===== src/rtl/div16u8_seq_if.sv =====
// Handshake bundle for the iterative 2W/W unsigned divider.
// The producer/consumer side uses master; the divider uses slave.
interface div16u8_seq_if #(
    parameter int W = 8
);
    logic           in_valid;
    logic           in_ready;
    logic [2*W-1:0] dividend;
    logic [W-1:0]   divisor;
    logic           out_valid;
    logic           out_ready;
    logic [W-1:0]   quotient;
    logic [W-1:0]   remainder;
    logic           div_zero;
    logic           overflow;

    modport master (
        output in_valid, dividend, divisor, out_ready,
        input  in_ready, out_valid, quotient, remainder, div_zero, overflow
    );

    modport slave (
        input  in_valid, dividend, divisor, out_ready,
        output in_ready, out_valid, quotient, remainder, div_zero, overflow
    );
endinterface


===== src/rtl/div16u8_seq.sv =====
// Radix-2 restoring divider: 2W-bit dividend / W-bit divisor, one quotient bit per clock.
// Unrepresentable results (divide by zero, quotient overflow) finish one cycle after accept.
module div16u8_seq #(
    parameter int W = 8
) (
    input  logic         clk,
    input  logic         rst_n,
    div16u8_seq_if.slave bus
);
    localparam int CW = (W > 1) ? $clog2(W) : 1;

    typedef enum logic [1:0] {S_IDLE, S_RUN, S_DONE} state_t;

    state_t        r_state, w_state_nxt;
    logic [CW-1:0] r_cnt;
    logic [W-1:0]  r_rem;
    logic [W-1:0]  r_q;
    logic [W-1:0]  r_div;
    logic          r_pend_dz, r_pend_ov;
    logic [W-1:0]  r_quot, r_remo;
    logic          r_dz, r_ov;

    logic          w_accept, w_last, w_flagged, w_ge;
    logic [W:0]    w_t;
    logic [W-1:0]  w_diff, w_rem_nxt, w_q_nxt;

    assign bus.in_ready  = (r_state == S_IDLE);
    assign bus.out_valid = (r_state == S_DONE);
    assign bus.quotient  = r_quot;
    assign bus.remainder = r_remo;
    assign bus.div_zero  = r_dz;
    assign bus.overflow  = r_ov;

    assign w_accept  = bus.in_valid & (r_state == S_IDLE);
    assign w_last    = (r_cnt == CW'(W - 1));
    assign w_flagged = r_pend_dz | r_pend_ov;

    // The partial remainder stays below the divisor, so T - divisor always fits in W bits.
    assign w_t       = {r_rem, r_q[W-1]};
    assign w_ge      = (w_t >= {1'b0, r_div});
    assign w_diff    = w_t[W-1:0] - r_div;
    assign w_rem_nxt = w_ge ? w_diff : w_t[W-1:0];
    assign w_q_nxt   = {r_q[W-2:0], w_ge};

    always_ff @(posedge clk) begin
        if (!rst_n) r_state <= S_IDLE;
        else        r_state <= w_state_nxt;
    end

    always_comb begin
        w_state_nxt = r_state;
        case (r_state)
            S_IDLE:  if (w_accept) w_state_nxt = S_RUN;
            S_RUN:   if (w_flagged || w_last) w_state_nxt = S_DONE;
            S_DONE:  if (bus.out_ready) w_state_nxt = S_IDLE;
            default: w_state_nxt = S_IDLE;
        endcase
    end

    always_ff @(posedge clk) begin
        if (!rst_n) begin
            r_cnt     <= '0;
            r_rem     <= '0;
            r_q       <= '0;
            r_div     <= '0;
            r_pend_dz <= 1'b0;
            r_pend_ov <= 1'b0;
            r_quot    <= '0;
            r_remo    <= '0;
            r_dz      <= 1'b0;
            r_ov      <= 1'b0;
        end else begin
            case (r_state)
                S_IDLE: begin
                    if (w_accept) begin
                        r_div     <= bus.divisor;
                        r_rem     <= bus.dividend[2*W-1:W];
                        r_q       <= bus.dividend[W-1:0];
                        r_cnt     <= '0;
                        r_pend_dz <= (bus.divisor == '0);
                        r_pend_ov <= (bus.divisor != '0) && (bus.dividend[2*W-1:W] >= bus.divisor);
                    end
                end
                S_RUN: begin
                    // Flagged operands spend one RUN cycle so both flag kinds report after E1.
                    if (w_flagged) begin
                        r_quot <= '1;
                        r_remo <= r_q;
                        r_dz   <= r_pend_dz;
                        r_ov   <= r_pend_ov;
                    end else begin
                        r_rem <= w_rem_nxt;
                        r_q   <= w_q_nxt;
                        r_cnt <= r_cnt + CW'(1);
                        if (w_last) begin
                            r_quot <= w_q_nxt;
                            r_remo <= w_rem_nxt;
                            r_dz   <= 1'b0;
                            r_ov   <= 1'b0;
                        end
                    end
                end
                default: ;
            endcase
        end
    end
endmodule


===== src/flat_wrapper.sv =====
// flat-port wrapper written by rule: the top's interface ports become plain ports
module div16u8_seq_flat 
#(
    parameter int W = 8
)
  (clk, rst_n, bus_in_valid, bus_dividend, bus_divisor, bus_out_ready, bus_in_ready, bus_out_valid, bus_quotient, bus_remainder, bus_div_zero, bus_overflow);
  div16u8_seq_if #(.W(W)) bus_i ();
  input  logic clk;
  input  logic rst_n;
  input wire logic [$bits(bus_i.in_valid)-1:0] bus_in_valid;
  input wire logic [$bits(bus_i.dividend)-1:0] bus_dividend;
  input wire logic [$bits(bus_i.divisor)-1:0] bus_divisor;
  input wire logic [$bits(bus_i.out_ready)-1:0] bus_out_ready;
  output wire logic [$bits(bus_i.in_ready)-1:0] bus_in_ready;
  output wire logic [$bits(bus_i.out_valid)-1:0] bus_out_valid;
  output wire logic [$bits(bus_i.quotient)-1:0] bus_quotient;
  output wire logic [$bits(bus_i.remainder)-1:0] bus_remainder;
  output wire logic [$bits(bus_i.div_zero)-1:0] bus_div_zero;
  output wire logic [$bits(bus_i.overflow)-1:0] bus_overflow;
  assign bus_i.in_valid = bus_in_valid;
  assign bus_i.dividend = bus_dividend;
  assign bus_i.divisor = bus_divisor;
  assign bus_i.out_ready = bus_out_ready;
  assign bus_in_ready = bus_i.in_ready;
  assign bus_out_valid = bus_i.out_valid;
  assign bus_quotient = bus_i.quotient;
  assign bus_remainder = bus_i.remainder;
  assign bus_div_zero = bus_i.div_zero;
  assign bus_overflow = bus_i.overflow;
  div16u8_seq #(.W(W)) u_core (.clk(clk), .rst_n(rst_n), .bus(bus_i));
endmodule

===== config.mk =====
export PLATFORM = sky130hd
export DESIGN_NAME = div16u8_seq_flat
export DESIGN_NICKNAME = d
export VERILOG_FILES = /design/src/rtl/div16u8_seq_if.sv /design/src/rtl/div16u8_seq.sv /design/src/flat_wrapper.sv
export SDC_FILE = /design/constraint.sdc
export NUM_CORES = 1
export LEC_CHECK = 0
export BUFFER_PORTS_ARGS = -buffer_cell sky130_fd_sc_hd__buf_2
export CORE_ASPECT_RATIO = 0.9
export CORE_MARGIN = 2
export CORE_UTILIZATION = 59
export CTS_BUF_LIST = sky130_fd_sc_hd__clkbuf_4 sky130_fd_sc_hd__clkbuf_8
export CTS_CLUSTER_DIAMETER = 120
export DETAILED_ROUTE_END_ITERATION = 10
export HOLD_SLACK_MARGIN = 0.02
export PLACE_DENSITY = 0.93
export SETUP_SLACK_MARGIN = 0.3
export SYNTH_ARGS = -nofsm -noshare
export SYNTH_HDL_FRONTEND = slang
export SYNTH_SLANG_ARGS = --single-unit

===== constraint.sdc =====
create_clock -name clk -period 2.5 [get_ports clk]
set_input_delay 0.125 -clock clk [delete_from_list [all_inputs] [get_ports clk]]
set_output_delay 0.125 -clock clk [all_outputs]
set_load 0.01 [all_outputs]

==> metrics, run 1 <==
status=finished, final reports clean; design area=3306 sq um; Clock Tree Root=clkbuf_8; setup_tns=0 ns; fmax=477.7 MHz; layout net count=433; GPL Wtd Cong=0.8966; pwr dens=704.2 nW/um^2; flop2flop setup slack=0.41 ns; FP Rows=24; die area=5570 sq um; Critical Setup Path Class=reg -> reg; leak pwr=1.490 nW; Worst R2R Start=u_core.r_rem[5]; CP Data Arrival Time=2.35 ns; reg2reg end=u_core.r_rem[1]; worst hold path class=in -> reg; Final Hold Vio Count=0; synth unique cells=61; global-route wire length before repair=12140 um; Num Clock Sinks=49; storage element area=980.9 sq um; die height=71 um; RSZ-0062 raised after global routing=no; worst slew pin tran=0.6655 ns; Synth Instances=345; crit share post-route=0.8374; WL/cell=16.49 um; cell taking the most area after synthesis=dfxtp_1; clock latency on the worst-skew pair=0.31 ns; Mapped Nets=392; fin. max-slew vios=0; most frequent cells in the layout=49 x nand2_1, 49 x dfxtp_1, 47 x buf_2; clock transition at the registers of the reported paths=0.09 ns; #FFs+latches synth=49; final setup margin=0.4066 ns; ys flop type=dfxtp_1; syn_area_per_cell=8.530 sq um; reg2reg path depth=6; Detailed Routing Iterations Pass 1=5; Synth Warn #=0; Ant. Diodes=0; Setup violations, final=0; fin crit period=2.093 ns; Antenna Violating Nets Remaining=0; largest net degree at the start of global routing=30; DRC viols=0; CTS H-tree depth=2; share of the synthesized area in the top cell type=0.3333; initial antenna violation count=0; CP max FO=6; area after detailed placement=3164 sq um; final core occ=0.6837; Detailed Place HPWL=5493 um; Crit. End Element=flip-flop; pre-CTS setup slack=0.3180 ns; asr flop ratio synth=0; VDD IR-drop max=453.0 uV; GRT overflow=0; Placeable Area=4835 sq um; Data required, critical path=2.76 ns; via count=2828; CTS tree=yes; total CTS buffers=5; width of the die=78.45 um; Area Overhead vs Synth=12.33%; share of layout cells above drive strength 1=0.2171; Port Buffers=47; number of flops mapped to enable cells by yosys=0; register area share after synthesis=0.3333; Starting DRT DRC Count=284; initial core utilization=0.6087; Post-Syn Area=2943 sq um; Critical Path Start Type=flip-flop; Post-Route Skew=0.009177 ns; area of the multi-input gates=1777 sq um; Setup crit start=u_core.r_rem[5]; I/O pins=48; crit path capture=u_core.r_rem[1]; number of global-route vias before repair=2597; Vias per Instance=6.257; GRT Resource Usage Total=0.2737; CTS Buffer Depth=2; Layout fillers=402; worst hold slack=0.08146 ns; Max Cap Viol=0; headroom to the max-slew limit=0.5546; synth top area cells=dfxtp_1 33%, ha_1 7.7%, nand2_1 6.3%; DRT Wirelength=7455 um
-- state kept, by name, summed over array words and instances, names as in the netlist --
| register | flops |
|---|---|
| u_core.bus.div_zero | 1 |
| u_core.bus.remainder | 8 |
| u_core.r_cnt | 3 |
| u_core.bus.quotient | 8 |
| u_core.r_rem | 8 |
| u_core.r_div | 8 |
| u_core.r_q | 8 |
| u_core.r_pend_dz | 1 |
| u_core.r_state | 2 |
| u_core.bus.overflow | 1 |
| u_core.r_pend_ov | 1 |
-- cell type report --
type / instances / area share
multi-input combinational: 256 / 0.5375
clock buffer: 6 / 0.02309
clock inverter: 2 / 0.004542
timing repair buffer: 54 / 0.09084
inverter: 20 / 0.02271
tap: 65 / 0.02460
sequential: 49 / 0.2967
-- cells in the mapped netlist (5+ instances only) --
master,n
nand2_1,49
nor2_1,15
nand3_1,23
a31oi_1,12
clkbuf_1,6
ha_1,18
dfxtp_1,49
inv_1,20
a21oi_1,15
o21ai_0,10
o221a_2,8
or3_1,10
a21boi_0,11
o211ai_1,8
buf_4,6
o211a_1,9
a32o_1,5
-- timing repair --
action	CTS	global route
gates resized for setup	0	3
buffers inserted	0	3
hold endpoints to repair	0	0
hold buffers	0	0
setup endpoints to repair	0	14
-- layer usage --
layer  vias to the layer above  routed length [um]  track usage
met5                         -                   0            0
met4                         0                 180       0.1033
met1                      1310                3256       0.3835
met3                        21                 621      0.05230
met2                       146                3396       0.4205
li1                       1351                   -            -
-- power by group --
part | leakage, nW | internal, mW | switching [mW]
sequential | 0.401 | 0.855 | 0.0783
clock | 0.0408 | 0.208 | 0.270
combinational | 1.05 | 0.379 | 0.538
-- how the worst min path moves through the flow --
stage                           end  slack [ns]           start  cells after the start
detailed placement  u_core.r_div[7]        0.41  bus_divisor[7]                      3
floorplan           u_core.r_div[0]        0.27  bus_divisor[0]                      2
global placement    u_core.r_div[7]        0.40  bus_divisor[7]                      3
finish              u_core.r_div[7]        0.08  bus_divisor[7]                      3
CTS                 u_core.r_div[7]        0.08  bus_divisor[7]                      3
global route        u_core.r_div[7]        0.09  bus_divisor[7]                      3
-- per-stage QoR --
stage          cells  power (mW)
4_1_cts          449       2.238
6_report         452       2.328
3_3_place_gp     441       1.751
3_5_place_dp     441       1.772
5_1_grt          452       2.458
2_1_floorplan    345       1.587
-- critical path, cell delays in order (launching register included) --
cell and delay [ns]:
dfxtp_1 0.46, ha_1 0.33, a21o_1 0.20, and2_4 0.17, or3_4 0.37, o21ai_0 0.29
a32o_1 0.21
-- logic make-up after synthesis --
logic type	share of synthesized area
flops	0.3333
simple gates	0.2185
mux	0.006803
compound gates	0.2810
xor+xnor	0.008930
fa+ha+maj	0.08333
buf+inv	0.06802
Power figures use the tool's default switching activity.
==> run 2, diff against run 1 <==
--- a/config.mk
+++ b/config.mk
@@ -5,15 +5,16 @@
 export SDC_FILE = /design/constraint.sdc
 export NUM_CORES = 1
 export LEC_CHECK = 0
+export ABC_AREA = 1
 export BUFFER_PORTS_ARGS = -buffer_cell sky130_fd_sc_hd__buf_2
 export CORE_ASPECT_RATIO = 0.9
 export CORE_MARGIN = 2
-export CORE_UTILIZATION = 59
+export CORE_UTILIZATION = 58
 export CTS_BUF_LIST = sky130_fd_sc_hd__clkbuf_4 sky130_fd_sc_hd__clkbuf_8
 export CTS_CLUSTER_DIAMETER = 120
 export DETAILED_ROUTE_END_ITERATION = 10
 export HOLD_SLACK_MARGIN = 0.02
-export PLACE_DENSITY = 0.93
+export PLACE_DENSITY = 0.92
 export SETUP_SLACK_MARGIN = 0.3
 export SYNTH_ARGS = -nofsm -noshare
 export SYNTH_HDL_FRONTEND = slang
==> constraint.sdc (replaced) <==
create_clock -name clk -period 2 [get_ports clk]
set_input_delay 0.1 -clock clk [delete_from_list [all_inputs] [get_ports clk]]
set_output_delay 0.1 -clock clk [all_outputs]
set_load 0.01 [all_outputs]
==> metrics, run 2 <==
compound-gate portion of the synthesized area=0.2002; #FFs+latches synth=49; flop2flop setup slack=-0.13 ns; die height=70.29 um; CTS Hold Bufs=0; share of layout cells above drive strength 1=0.4264; GPL Wtd Cong=0.9671; Placeable Area=4775 sq um; largest family of logic cells by synthesized area=simple AND/OR/NAND/NOR gates; Synth Warn #=0; initial antenna violation count=0; syn_area_per_cell=7.223 sq um; Final Power=3.921 mW; cell taking the most area after synthesis=dfxtp_1; register area share after synthesis=0.3464; VDD IR-drop max=678.5 uV; clock latency on the worst-skew pair=0.32 ns; Worst R2R Start=u_core.r_div[6]; cells along the critical path=inv_2, ha_4, nand2_2, nand3b_1, nor2_4, nor2_4, buf_12, nand3_1, nand3_1, nand2_1, a21oi_2; number of global-route vias before repair=2957; headroom to the max-slew limit=0.6332; worst slew pin tran=0.5496 ns; WL/cell=21.12 um; crit-path leading delay family=simple AND/OR/NAND/NOR gates; total CTS buffers=5; CTS tree=yes; Hold Startpoint=bus_dividend[5]; Critical Setup Path Class=reg -> reg; Area Overhead vs Synth=33.32%; Critical-path top delay cell=dfxtp_2; DRT Wirelength=10980 um; fin crit period=2.125 ns; largest net degree at the start of global routing=29; GRT overflow=0; Critical Path Start Type=flip-flop; met3 wire len=1396 um; post-synthesis mux area share=0; layout net count=501; Setup violations, final=4; RSZ-0062 raised after global routing=yes; global-route wire length before repair=14180 um; Starting DRT DRC Count=569; Worst Hold Depth=3; Detailed Routing Iterations Pass 1=7; share of the synthesized area in the top cell type=0.3464; reg2reg path depth=11; most frequent cells in the layout=64 x nand2_1, 47 x buf_2, 39 x a21oi_1; worst hold path class=in -> reg; Buf/Inv on CP=2; leak pwr=1.754 nW; most common cell after layout, fill and taps aside=nand2_1; setup_tns=-0.2599 ns; most frequent cell after synthesis=nand2_1; CP Data Arrival Time=2.32 ns; Post-Syn Area=2831 sq um; Layout fillers=251; reg2reg end=u_core.r_rem[2]; fin. max-slew vios=0; Post-synth top cells=84 x nand2_1, 49 x a21oi_1, 49 x dfxtp_1, 41 x inv_1, 28 x o21ai_0; Crit. End Element=flip-flop; Synth Instances=392; FP Rows=24; crit share post-route=1.063; number of flops mapped to enable cells by yosys=0; via count=3396; DR WL met2=4979 um; status=complete, but fails checks; pwr dens=1039 nW/um^2; asr flop ratio synth=0; Ant. Diodes=0; clock transition at the registers of the reported paths=0.09 ns; die area=5458 sq um; Antenna Violating Nets Remaining=0; CTS H-tree depth=2; Data required, critical path=2.19 ns; Max Used Layer=met4; synth unique cells=35; Vias per Instance=6.531; Max Cap Viol=0; Setup crit start=u_core.r_div[6]; Adder-Cell Fraction of Synth Area=0.08661; CP max FO=6; Post-Route Skew=0.005992 ns; area share of and/or/nand/nor cells after synthesis=0.2634; met1 WL=3910 um; GRT Resource Usage Total=0.3327; critical path's largest stage delay=0.39 ns; Detailed Place HPWL=5434 um; synth top area cells=dfxtp_1 35%, nand2_1 11%, a21oi_1 8.7%; Placed Instances=494; Final Hold Vio Count=0; Num Clock Sinks=49; width of the die=77.65 um; ys flop type=dfxtp_1; fmax=470.6 MHz; failing checks=negative setup slack; final setup margin=-0.1252 ns; Mapped Nets=439; XOR/XNOR Fraction of Synth Area=0.009280; DRC viols=0; Port Buffers=47; final std cells w/o fill=520; hold endpoint=u_core.r_q[5]; CTS Buffer Depth=2; I/O pins=48; initial core utilization=0.5930; Clock Tree Root=clkbuf_8
[run 2: report_power, final]
part	total [mW]	internal [mW]	switching (mW)
combinational	1.87	0.690	1.18
sequential	1.20	1.08	0.118
clock	0.855	0.497	0.359
[run 2: timing repair]
action | in CTS | in global routing
cloned | 3 | 1
setup endpoints to repair | 31 | 27
resized for setup | 38 | 60
buffers inserted | 4 | 10
pin swaps | 14 | 25
[run 2: tightest hold or removal path, delay by kind of cell]
kind | cells | cell delay, ns
AND/OR/NAND/NOR | 1 | 0.06
buffers and inverters | 1 | 0.10
AO/OA/AOI/OAI | 1 | 0.07
[run 2: metrics by stage]
step                      utilization  setup slack, ns  hold WS, ns  instance area [sq um]
final                          0.7906          -0.1252      0.04872                   3775
after global routing           0.7906          -0.1147      0.06576                   3775
after CTS                      0.7264           0.2914      0.04554                   3468
after detailed placement       0.6507         0.006637       0.3735                   3107
after global placement         0.6507          0.03788       0.3569                   3107
after floorplan                     -           0.3267       0.2609                   2831
[run 2: worst max path at each step]
stage	end	slack [ns]	depth (start not counted)
global route	u_core.r_rem[2]	-0.11	11
detailed placement	u_core.r_rem[4]	0.007	11
finish	u_core.r_rem[2]	-0.13	11
floorplan	u_core.r_rem[4]	0.33	11
global placement	u_core.r_rem[4]	0.04	11
CTS	u_core.r_rem[4]	0.29	11
[run 2: layout make-up]
class	instances	area, sq um	share of cell area
Multi-Input combinational cell	284	1976	0.5234
Sequential cell	49	999.7	0.2648
Timing Repair Buffer	68	409.1	0.1084
Inverter	46	175.2	0.04640
Tap cell	65	81.33	0.02154
Clock buffer	5	68.82	0.01823
Clock inverter	3	65.06	0.01724
[run 2: routing by layer]
| layer | GRT usage | vias to the layer above |
|---|---|---|
| met5 | 0 | - |
| met4 | 0.1587 | 0 |
| met3 | 0.08656 | 85 |
| met2 | 0.5469 | 335 |
| met1 | 0.4041 | 1549 |
| li1 | - | 1427 |
[run 2: cell families after synthesis]
family,Yosys count
AO/OA/AOI/OAI,97
XOR/XNOR,3
adder cells (fa/ha/maj),19
buffers and inverters,63
flip-flops,49
AND/OR/NAND/NOR,161
==> run 3, diff against run 2 <==
--- a/config.mk
+++ b/config.mk
@@ -9,12 +9,12 @@
 export BUFFER_PORTS_ARGS = -buffer_cell sky130_fd_sc_hd__buf_2
 export CORE_ASPECT_RATIO = 0.9
 export CORE_MARGIN = 2
-export CORE_UTILIZATION = 58
+export CORE_UTILIZATION = 53
 export CTS_BUF_LIST = sky130_fd_sc_hd__clkbuf_4 sky130_fd_sc_hd__clkbuf_8
 export CTS_CLUSTER_DIAMETER = 120
 export DETAILED_ROUTE_END_ITERATION = 10
 export HOLD_SLACK_MARGIN = 0.02
-export PLACE_DENSITY = 0.92
+export PLACE_DENSITY = 0.89
 export SETUP_SLACK_MARGIN = 0.3
 export SYNTH_ARGS = -nofsm -noshare
 export SYNTH_HDL_FRONTEND = slang
==> constraint.sdc (replaced) <==
create_clock -name clk -period 1.7 [get_ports clk]
set_input_delay 0.085 -clock clk [delete_from_list [all_inputs] [get_ports clk]]
set_output_delay 0.085 -clock clk [all_outputs]
set_load 0.01 [all_outputs]
==> metrics, run 3 (synthesis gave the netlist of run 2 again) <==
FP Rows=25; Starting DRT DRC Count=600; most frequent cells in the layout=74 x nand2_1, 47 x buf_2, 39 x a21oi_1; failing checks=negative setup slack; GRT overflow=0; Worst R2R Start=u_core.r_div[4]; CTS tree=yes; GPL Wtd Cong=0.8746; Num Clock Sinks=49; share of layout cells above drive strength 1=0.4246; Vias per Instance=6.468; Data required, critical path=1.94 ns; status=complete, but fails checks; via count=3480; Post-Route Skew=0.02668 ns; I/O pins=48; DRC viols=0; CTS H-tree depth=2; VDD IR-drop max=657.9 uV; RSZ-0062 raised after global routing=yes; number of global-route vias before repair=3170; Clock Tree Root=clkbuf_8; Setup violations, final=17; clock transition at the registers of the reported paths=0.12 ns; Placeable Area=5192 sq um; layout net count=517; fin crit period=1.901 ns; final setup margin=-0.2010 ns; most common cell after layout, fill and taps aside=nand2_1; global-route wire length before repair=15260 um; DRT Wirelength=10920 um; die area=5944 sq um; CP max FO=6; Detailed Routing Iterations Pass 1=8; initial core utilization=0.5453; leak pwr=1.789 nW; Setup crit start=u_core.r_div[4]; pwr dens=1096 nW/um^2; Detailed Place HPWL=5424 um; headroom to the max-slew limit=0.6327; CP Data Arrival Time=2.14 ns; Hold Startpoint=bus_out_ready; largest net degree at the start of global routing=29; Crit. End Element=flip-flop; fmax=526.0 MHz; worst slew pin tran=0.5504 ns; area after detailed placement=3228 sq um; total CTS buffers=5; Ant. Diodes=0; Port Buffers=47; crit share post-route=1.118; Max Cap Viol=0; Antenna Violating Nets Remaining=0; Final Hold Vio Count=0; worst hold path class=in -> reg; clock latency on the worst-skew pair=0.33 ns; Area Overhead vs Synth=36.15%; final core occ=0.7424; Final Power=4.226 mW; width of the die=81.05 um; CTS Buffer Depth=2; initial antenna violation count=0; Critical Path Start Type=flip-flop; pre-CTS setup slack=-0.1350 ns; die height=73.34 um; design area=3855 sq um; GRT Resource Usage Total=0.3328; WL/cell=20.30 um; fin. max-slew vios=0; Critical Setup Path Class=reg -> reg
[run 3: cell type report]
| cell class | count | area (sq um) |
|---|---|---|
| Clock buffer | 5 | 68.82 |
| Clock inverter | 3 | 21.27 |
| Fill cell | 337 | 1338 |
| Inverter | 46 | 183.9 |
| Multi-Input combinational cell | 282 | 1899 |
| Sequential cell | 49 | 1001 |
| Tap cell | 67 | 83.83 |
| Timing Repair Buffer | 85 | 589.3 |
| Timing Repair inverter | 1 | 7.507 |
[run 3: repair_timing]
action                     4_1_cts  5_1_grt
cloned                           4        0
setup buffers                    8        7
gates resized for setup         44       46
pin swaps                       12       10
hold buffers                     0        0
setup endpoints to repair       38       38
[run 3: path summary, 6_finish.rpt]
kind,to,depth (start not counted),slack (ns)
max,u_core.r_rem[2],12,-0.20
min,u_core.r_state[1],4,0.03
min reg2reg,u_core.bus.overflow,2,0.49
max reg2reg,u_core.r_rem[2],12,-0.20
[run 3: critical path, cell delays in order (launching register included)]
cell     delay [ns]
dfxtp_2        0.36
inv_2          0.05
ha_4           0.29
nand2_2        0.06
inv_2          0.09
nand4_2        0.14
nand2_4        0.15
nand2_8        0.10
nand2_8        0.12
nand2_2        0.09
nand3_2        0.12
nand2_1        0.10
a21oi_2        0.13
[run 3: routing by layer]
metal | global-route usage | share of wire | up-vias
met2 | 0.5409 | 0.46 | 321
li1 | - | - | 1462
met5 | 0 | 0 | -
met1 | 0.4055 | 0.35 | 1603
met3 | 0.07862 | 0.12 | 94
met4 | 0.1864 | 0.065 | 0
[run 3: metrics by stage]
| step | hold WS [ns] | TNS, ns | std cells |
|---|---|---|---|
| after global routing | 0.04883 | -2.517 | 538 |
| after floorplan | 0.2384 | 0 | 392 |
| after global placement | 0.3533 | -1.157 | 511 |
| after CTS | 0.03061 | 0 | 531 |
| final | 0.02847 | -1.795 | 538 |
| after detailed placement | 0.3565 | -1.507 | 511 |
[run 3: where the power goes]
| group | leakage (nW) | internal [mW] | switching, mW |
|---|---|---|---|
| logic | 1.34 | 0.814 | 1.26 |
| clock network | 0.0445 | 0.293 | 0.452 |
| registers | 0.408 | 1.27 | 0.129 |
| total | 1.79 | 2.38 | 1.84 |
